`src/rtl/serial_adder_fsm.sv`:
```
// serial_adder_fsm: bit-serial LSB-first adder with start/done handshake; define SERIAL_SUB_EN for a sub (a-b) input.
module serial_adder_fsm #(
  parameter int WIDTH = 8
) (
  input  logic             clk,
  input  logic             rst,
  input  logic             start,
`ifdef SERIAL_SUB_EN
  input  logic             sub,
`endif
  input  logic [WIDTH-1:0] a,
  input  logic [WIDTH-1:0] b,
  output logic             busy,
  output logic             done,
  output logic [WIDTH-1:0] sum,
  output logic             cout
);
  localparam int CW = $clog2(WIDTH);
  typedef enum logic [1:0] {IDLE, SHIFT, DONE} state_t;
  state_t state, state_nxt;
  logic [WIDTH-1:0] sh_a, sh_b, res;
  logic [CW-1:0] cnt;
  logic carry, s, last, sub_i;
`ifdef SERIAL_SUB_EN
  assign sub_i = sub;
`else
  assign sub_i = 1'b0;
`endif
  assign s = sh_a[0] ^ sh_b[0] ^ carry;
  assign last = cnt == CW'(WIDTH - 1);
  always_comb begin
    state_nxt = state == IDLE  ? (start ? SHIFT : IDLE) :
                state == SHIFT ? (last ? DONE : SHIFT) : IDLE;
  end
  // Subtraction is a + ~b + 1, so the carry flop doubles as not-borrow.
  always_ff @(posedge clk or posedge rst) begin
    if (rst) begin
      state <= IDLE;
      busy  <= 1'b0;
      done  <= 1'b0;
      sum   <= '0;
      cout  <= 1'b0;
      sh_a  <= '0;
      sh_b  <= '0;
      res   <= '0;
      cnt   <= '0;
      carry <= 1'b0;
    end else begin
      state <= state_nxt;
      busy  <= state_nxt != IDLE;
      done  <= state == DONE;
      if (state == IDLE && start) begin
        sh_a  <= a;
        sh_b  <= b ^ {WIDTH{sub_i}};
        carry <= sub_i;
        cnt   <= '0;
      end else if (state == SHIFT) begin
        sh_a  <= {1'b0, sh_a[WIDTH-1:1]};
        sh_b  <= {1'b0, sh_b[WIDTH-1:1]};
        carry <= (sh_a[0] & sh_b[0]) | (carry & (sh_a[0] ^ sh_b[0]));
        res   <= {s, res[WIDTH-1:1]};
        cnt   <= cnt + 1'b1;
      end else if (state == DONE) begin
        sum  <= res;
        cout <= carry;
      end
    end
  end
endmodule

```
`config.mk`:
```
export PLATFORM = sky130hd
export DESIGN_NAME = serial_adder_fsm
export DESIGN_NICKNAME = d
export VERILOG_FILES = /design/src/rtl/serial_adder_fsm.sv
export SDC_FILE = /design/constraint.sdc
export NUM_CORES = 1
export LEC_CHECK = 0
export ABC_AREA = 1
export CORE_AREA = 2 2 69 71
export CTS_BUF_LIST = sky130_fd_sc_hd__clkbuf_8
export CTS_CLUSTER_DIAMETER = 120
export CTS_CLUSTER_SIZE = 12
export DETAILED_ROUTE_END_ITERATION = 8
export DIE_AREA = 0 0 71 73
export GPL_TIMING_DRIVEN = 1
export PLACE_DENSITY = 0.68
export SYNTH_ARGS = -nofsm -noshare
export SYNTH_HDL_FRONTEND = slang
export SYNTH_SLANG_ARGS = --single-unit
```
`constraint.sdc`:
```
create_clock -name clk -period 1.6 [get_ports clk]
set_input_delay 0.32 -clock clk [delete_from_list [all_inputs] [get_ports clk]]
set_output_delay 0.32 -clock clk [all_outputs]
set_load 0.005 [all_outputs]
```
==> impl_results.md, run 1 <==
* Port Buf Inserts at 29
* Post-Place Worst Slack at 0.240 ns
* Final Skew at 0.00415 ns
* Required @ worst endpoint at 1.28 ns
* First-pass GRT wire length at 5.32 mm
* Worst Setup End Kind: output pin
* Total gr overflow at 0
* Top cell type's share of synthesized area at 59.6%
* All-layer global routing usage at 13.1%
* Fin nets at about 240
* Final core occ at 47.8%
* RSZ-0062 raised after global routing: false
* Dominant cells by area after synthesis: dfrtp_1 60%, nand3_1 14%, nand2_1 9.8%, o21ai_0 5.5%, inv_1 3.3%
* Commonest non-fill, non-tap cells in the layout: 48 x nand3_1, 45 x nand2_1, 41 x dfrtp_1
* Die Span Y at 73 um
* Largest net degree at the start of global routing at 42
* Fill cell count at 451
* Worst setup slack after layout at 0.129 ns
* Net Switching at 1.17 mW
* Iteration-0 DRC Markers at 66
* Post-route cell area at 2170 um2
* Synth cell types at 14
* Initial Utilization at a little under two fifths
* Clk slew on worst S/H paths at 0.07 ns
* Area after DPL at 2080 um2
* Slew Limit Headroom at 74.3%
* Hold_buf cts at 0
* Worst path cell trace: clkdlybuf4s50_1
* Number of remaining DRC errors at 0
* Via count at between 1000 and 1500
* Leading cell type in the layout, fill and taps excluded: nand3_1
* Setup bufs post-CTS at 0
* Initial antenna violation count at 0
* Highest-delay cell along the critical path: clkdlybuf4s50_1
* Slew Viols, Final at 0
* CTS max path bufs at 2
* CP startpoint kind: flip-flop
* VDD IR-drop max at 577 uV
* Synthesized flop and latch total at 41
* Comb pwr share at 33.7%
* Buf/Inv on CP at 1
* Synthesized area at between 1500 and 2000 um2
* Post-synth top area cell: dfrtp_1
* Worst-Margin Slew at 0.384 ns
* Cells after synthesis at between 150 and 200
* Internal power at between 2 and 2.5 mW
* Setup TNS at 0 ns
* GPL Wtd Cong at roughly 0.73
* Hold Slack at 0.393 ns
* DRT Pass-1 Iters at 4
* Delay-heaviest family, CP: buffers and inverters
* Period utilization at 91.9%
* Switch share at ~34%
* CP max FO at 2
* Synthesized area per cell at between 9 and 10 um2
* CTS tree: done
* Yosys warnings at 0
* CP Data Arrival Time at 1.15 ns
* Via density at roughly 4.8
* Routed WL per cell at about 11 um
* Die Wd at 71 um
* Crit path largest cell delay at around 0.5 ns
* Register area share after synthesis at around three fifths
* FMAX at just under 700 MHz
* Leakage power at 1.03 nW
* Hold crit path type: in -> async
* Io pins at 30
* Root Driver: clkbuf_8
* Vias in the first global route at 1239
* Clock power frac at 19.4%
* Antenna-violating nets left at 0
* Die area at 5180 um2
* Mapped Nets at 208
* Outcome: completed
* Layout area overhead at 26.0%
* Sinks on Clock Net at 41
* PwrDens at about 1600 nW/um2
* FP Rows at 25
* Multi-input logic area at 578 um2
* Hold Vio Cnt, Final at 0
* CTS Buf Count at 5
* Minimum clock period after layout at 1.47 ns
* Worst-Skew Late Latency at 0.29 ns
* Critical setup path kind: reg -> out
* Post-Route WL at 3.14 mm
* Seq pwr share at 46.9%
* Htree depth at 2
* Core area at about 4500 um2
* # resized after CTS at 0
* Max cap viols at 0
* Antenna Cells at 0
* FF+latch area at approximately 1000 um2
* DP Wirelength at around 2.1 mm
* Final setup viols at 0
* Share of cells above drive strength 1 at 6.85%
power by group through the flow:
stage | registers, mW | logic (mW) | clock network (mW)
floorplan | 1.60 | 0.798 | 0
global placement | 1.62 | 1.15 | 0
detailed placement | 1.63 | 1.19 | 0
CTS | 1.62 | 1.19 | 0.693
global route | 1.66 | 1.34 | 0.725
finish | 1.62 | 1.16 | 0.667
worst min-delay path, cell delays in order:
cell	delay, ns
clkdlybuf4s50_1	0.40
inv_1	0.10
buf_12	0.23
cell type report:
type,count,share of cell area (%)
Clock inverter,1,0.173
Tap cell,54,3.11
Timing Repair Buffer,36,16.4
Clock buffer,6,3.81
Sequential cell,41,47.3
Multi-Input combinational cell,120,26.6
Inverter,15,2.60
worst paths after layout:
path / slack (ns) / depth (start not counted) / from / to
worst max-delay path: 0.13 / 1 / sum[1]$_DFFE_PP0P_ / sum[1]
worst max register to register: 0.47 / 3 / sh_a[0]$_DFFE_PP0P_ / res[7]$_DFFE_PP0P_
min in group clk: 0.48 / 2 / res[0]$_DFFE_PP0P_ / sum[0]$_DFFE_PP0P_
worst min-delay path: 0.39 / 3 / rst / sum[5]$_DFFE_PP0P_
max in group asynchronous: 1.02 / 3 / rst / sh_a[0]$_DFFE_PP0P_
worst min register to register: 0.48 / 2 / res[0]$_DFFE_PP0P_ / sum[0]$_DFFE_PP0P_
Yosys cell counts (all sizes together):
library cell  instances
buf                   8
nand3                48
o21ai                19
clkbuf                2
fa                    1
nor2                  4
dfrtp                41
ha                    2
nand2                46
inv                  15
kinds of logic after synthesis:
| logic type | synth area share, % |
|---|---|
| buffers and inverters | 6.83 |
| DFF | 59.6 |
| and+or+nand+nor | 25.4 |
| adders and majority gates | 2.62 |
| AOI/OAI and AO/OA | 5.52 |
registers in the layout, summed over array words and instances, names as in the netlist:
name   flops
done       1
cnt        3
sh_b       8
carry      1
cout       1
res        8
sh_a       8
sum        8
busy       1
state      2
metal layers:
layer	track usage (%)	vias up	part of all wire, %
met1	15.9	616	50
met2	21.8	29	44
met3	3.04	8	4.3
met4	6.71	0	2.0
met5	0	-	0
li1	-	670	-
metrics by stage:
step | cells | power [mW]
final | 273 | 3.44
after global routing | 273 | 3.72
after CTS | 273 | 3.50
after detailed placement | 266 | 2.82
after global placement | 266 | 2.77
after floorplan | 186 | 2.40
No activity file was read; power rests on OpenSTA's default activity.
==> run 2, diff against run 1 <==
--- a/config.mk
+++ b/config.mk
@@ -6,12 +6,12 @@
 export NUM_CORES = 1
 export LEC_CHECK = 0
 export ABC_AREA = 1
-export CORE_AREA = 2 2 69 71
-export CTS_BUF_LIST = sky130_fd_sc_hd__clkbuf_8
+export CORE_AREA = 2 2 53 92
+export CTS_BUF_LIST = sky130_fd_sc_hd__clkbuf_8 sky130_fd_sc_hd__clkbuf_16
 export CTS_CLUSTER_DIAMETER = 120
 export CTS_CLUSTER_SIZE = 12
 export DETAILED_ROUTE_END_ITERATION = 8
-export DIE_AREA = 0 0 71 73
+export DIE_AREA = 0 0 55 94
 export GPL_TIMING_DRIVEN = 1
 export PLACE_DENSITY = 0.68
 export SYNTH_ARGS = -nofsm -noshare
==> run 2 against run 1 <==
  * Clock skew increased by 0.0017 ns
  * Worst hold slack got worse by 0.018 ns
  * Die area decreased by 0.25%
  * Sequential power about the same
  * Core utilization increased by 1.2 points
  * Clock power decreased by 2%
  * Sequential share of layout area increased by 0.25 points
  * First-iteration DRC count decreased by 48%
  * Largest power group unchanged
  * Highest routed layer unchanged
==> impl_results.md, run 2 (synthesis gave the netlist of run 1 again) <==
* PwrDens at 1590 nW/um2
* Worst Setup End Kind: output pin
* Reg-to-reg critical path endpoint: cnt[0]$_DFFE_PP0P_
* Sinks on Clock Net at 41
* CTS Buf Count at 5
* Hold Slack at 0.375 ns
* Reg2reg setup slack at 0.43 ns
* Period utilization at around nine tenths
* Setup TNS at 0 ns
* Hold_buf cts at 0
* Routed WL per cell at 11.3 um
* Worst-Skew Late Latency at 0.29 ns
* Total gr overflow at 0
* Worst-Margin Slew at 0.386 ns
* Port Buf Inserts at 29
* Via density at around 4.9
* Largest net degree at the start of global routing at 42
* Post-Route WL at 3.04 mm
* Multi-input logic area at between 500 and 600 um2
* Worst path cell trace: clkdlybuf4s50_1
* Core area at 4400 um2
* Fin nets at 240
* Iteration-0 DRC Markers at 34
* GPL Wtd Cong at 0.735
* Slew Limit Headroom at 74.2%
* Highest-delay cell along the critical path: clkdlybuf4s50_1
* Initial antenna violation count at 0
* Final Skew at 0.00585 ns
* Htree depth at 2
* Hold crit path type: in -> async
* Setup bufs post-CTS at 0
* FF+latch area at 1030 um2
* Slew Viols, Final at 0
* FMAX at 685 MHz
* Area after DPL at around 2100 um2
* CP max FO at 2
* Die Span Y at 94 um
* Worst setup slack after layout at 0.140 ns
* Root Driver: clkbuf_8
* DP Wirelength at around 2.1 mm
* Number of remaining DRC errors at 0
* Commonest non-fill, non-tap cells in the layout: 48 x nand3_1, 45 x nand2_1, 41 x dfrtp_1
* Final setup viols at 0
* Vias in the first global route at between 1000 and 1500
* CTS max path bufs at 2
* Max cap viols at 0
* Layout Cells excl Fill at 269
* # resized after CTS at 0
* Post-placement cell count at 262
* Leading cell type in the layout, fill and taps excluded: nand3_1
* CP startpoint kind: flip-flop
* Antenna-violating nets left at 0
* FP Rows at 32
* Final core occ at approximately half
* Io pins at 30
* RSZ-0062 raised after global routing: false
* Final Power at 3.43 mW
* Die area at about 5200 um2
* DRT Pass-1 Iters at 4
* Antenna Cells at 0
* Critical setup path kind: reg -> out
* Delay-heaviest family, CP: buffers and inverters
* CP Data Arrival Time at 1.14 ns
* First-pass GRT wire length at 5.04 mm
* Fill cell count at 444
* Die Wd at 55 um
* FF-to-FF path depth at 5
* Crit path largest cell delay at 0.50 ns
* VDD IR-drop max at roughly 1100 uV
* Layout area overhead at 25.4%
* Initial Utilization at 39.1%
* Leakage power at about 1 nW
* Hold Vio Cnt, Final at 0
* Clk slew on worst S/H paths at 0.07 ns
* CTS tree: done
* Post-Place Worst Slack at roughly 0.2 ns
* Share of cells above drive strength 1 at 6.42%
* Buf/Inv on CP at 1
* Required @ worst endpoint at 1.28 ns
* All-layer global routing usage at 13.7%
* Outcome: completed
* Reg2reg start: state[1]$_DFF_PP0_
* Post-route cell area at 2160 um2
* Minimum clock period after layout at approximately 1.5 ns
* Via count at 1330
## run 2: cell count changes in the layout (fill, tap and decap cells not counted)
cell   delta
buf_4     -1
## run 2: final cells by class
| type | instances | area share (%) |
|---|---|---|
| clock buffers | 6 | 3.83 |
| clock inverters | 1 | 0.174 |
| inverters | 15 | 2.61 |
| multi-input cells | 120 | 26.8 |
| flip-flops and latches | 41 | 47.5 |
| well taps | 51 | 2.96 |
| repair buffers | 35 | 16.1 |
## run 2: how the worst max path moves through the flow
| stage | start | to | slack (ns) | cells past startpoint |
|---|---|---|---|---|
| after global routing | sum[1]$_DFFE_PP0P_ | sum[1] | 0.09 | 1 |
| after floorplan | rst | busy$_DFF_PP0_ | 0.33 | 1 |
| after global placement | start | sh_b[7]$_DFFE_PP0P_ | 0.23 | 6 |
| final | sum[1]$_DFFE_PP0P_ | sum[1] | 0.14 | 1 |
| after detailed placement | start | sh_a[7]$_DFFE_PP0P_ | 0.20 | 6 |
| after CTS | sum[1]$_DFFE_PP0P_ | sum[1] | 0.12 | 1 |
## run 2: report_power, final
group	leakage, nW	switching, mW	internal, mW
clock network	0.0485	0.321	0.335
registers	0.527	0.198	1.42
logic	0.454	0.641	0.515
total	1.03	1.16	2.27
## run 2: metal layers
| layer | up-vias | wire length, um | global-route usage (%) |
|---|---|---|---|
| li1 | 666 | - | - |
| met3 | 5 | 124 | 4.30 |
| met1 | 630 | 1270 | 15.1 |
| met4 | 0 | 77 | 7.32 |
| met2 | 29 | 1570 | 22.5 |
| met5 | - | 0 | 0 |
## run 2: worst register-to-register path: stages, from the launching register on
cell and delay, ns:
dfrtp_1 0.44, inv_1 0.10, nand2_1 0.08, buf_4 0.28, nand3_1 0.11, o21ai_0 0.09
==> run 3, diff against run 2 <==
--- a/config.mk
+++ b/config.mk
@@ -14,6 +14,7 @@
 export DIE_AREA = 0 0 55 94
 export GPL_TIMING_DRIVEN = 1
 export PLACE_DENSITY = 0.68
+export SETUP_SLACK_MARGIN = 0.05
 export SYNTH_ARGS = -nofsm -noshare
 export SYNTH_HDL_FRONTEND = slang
 export SYNTH_SLANG_ARGS = --single-unit
==> results of run 3 <==
Same layout as run 2: the final DEF is identical, and so are final timing and power.
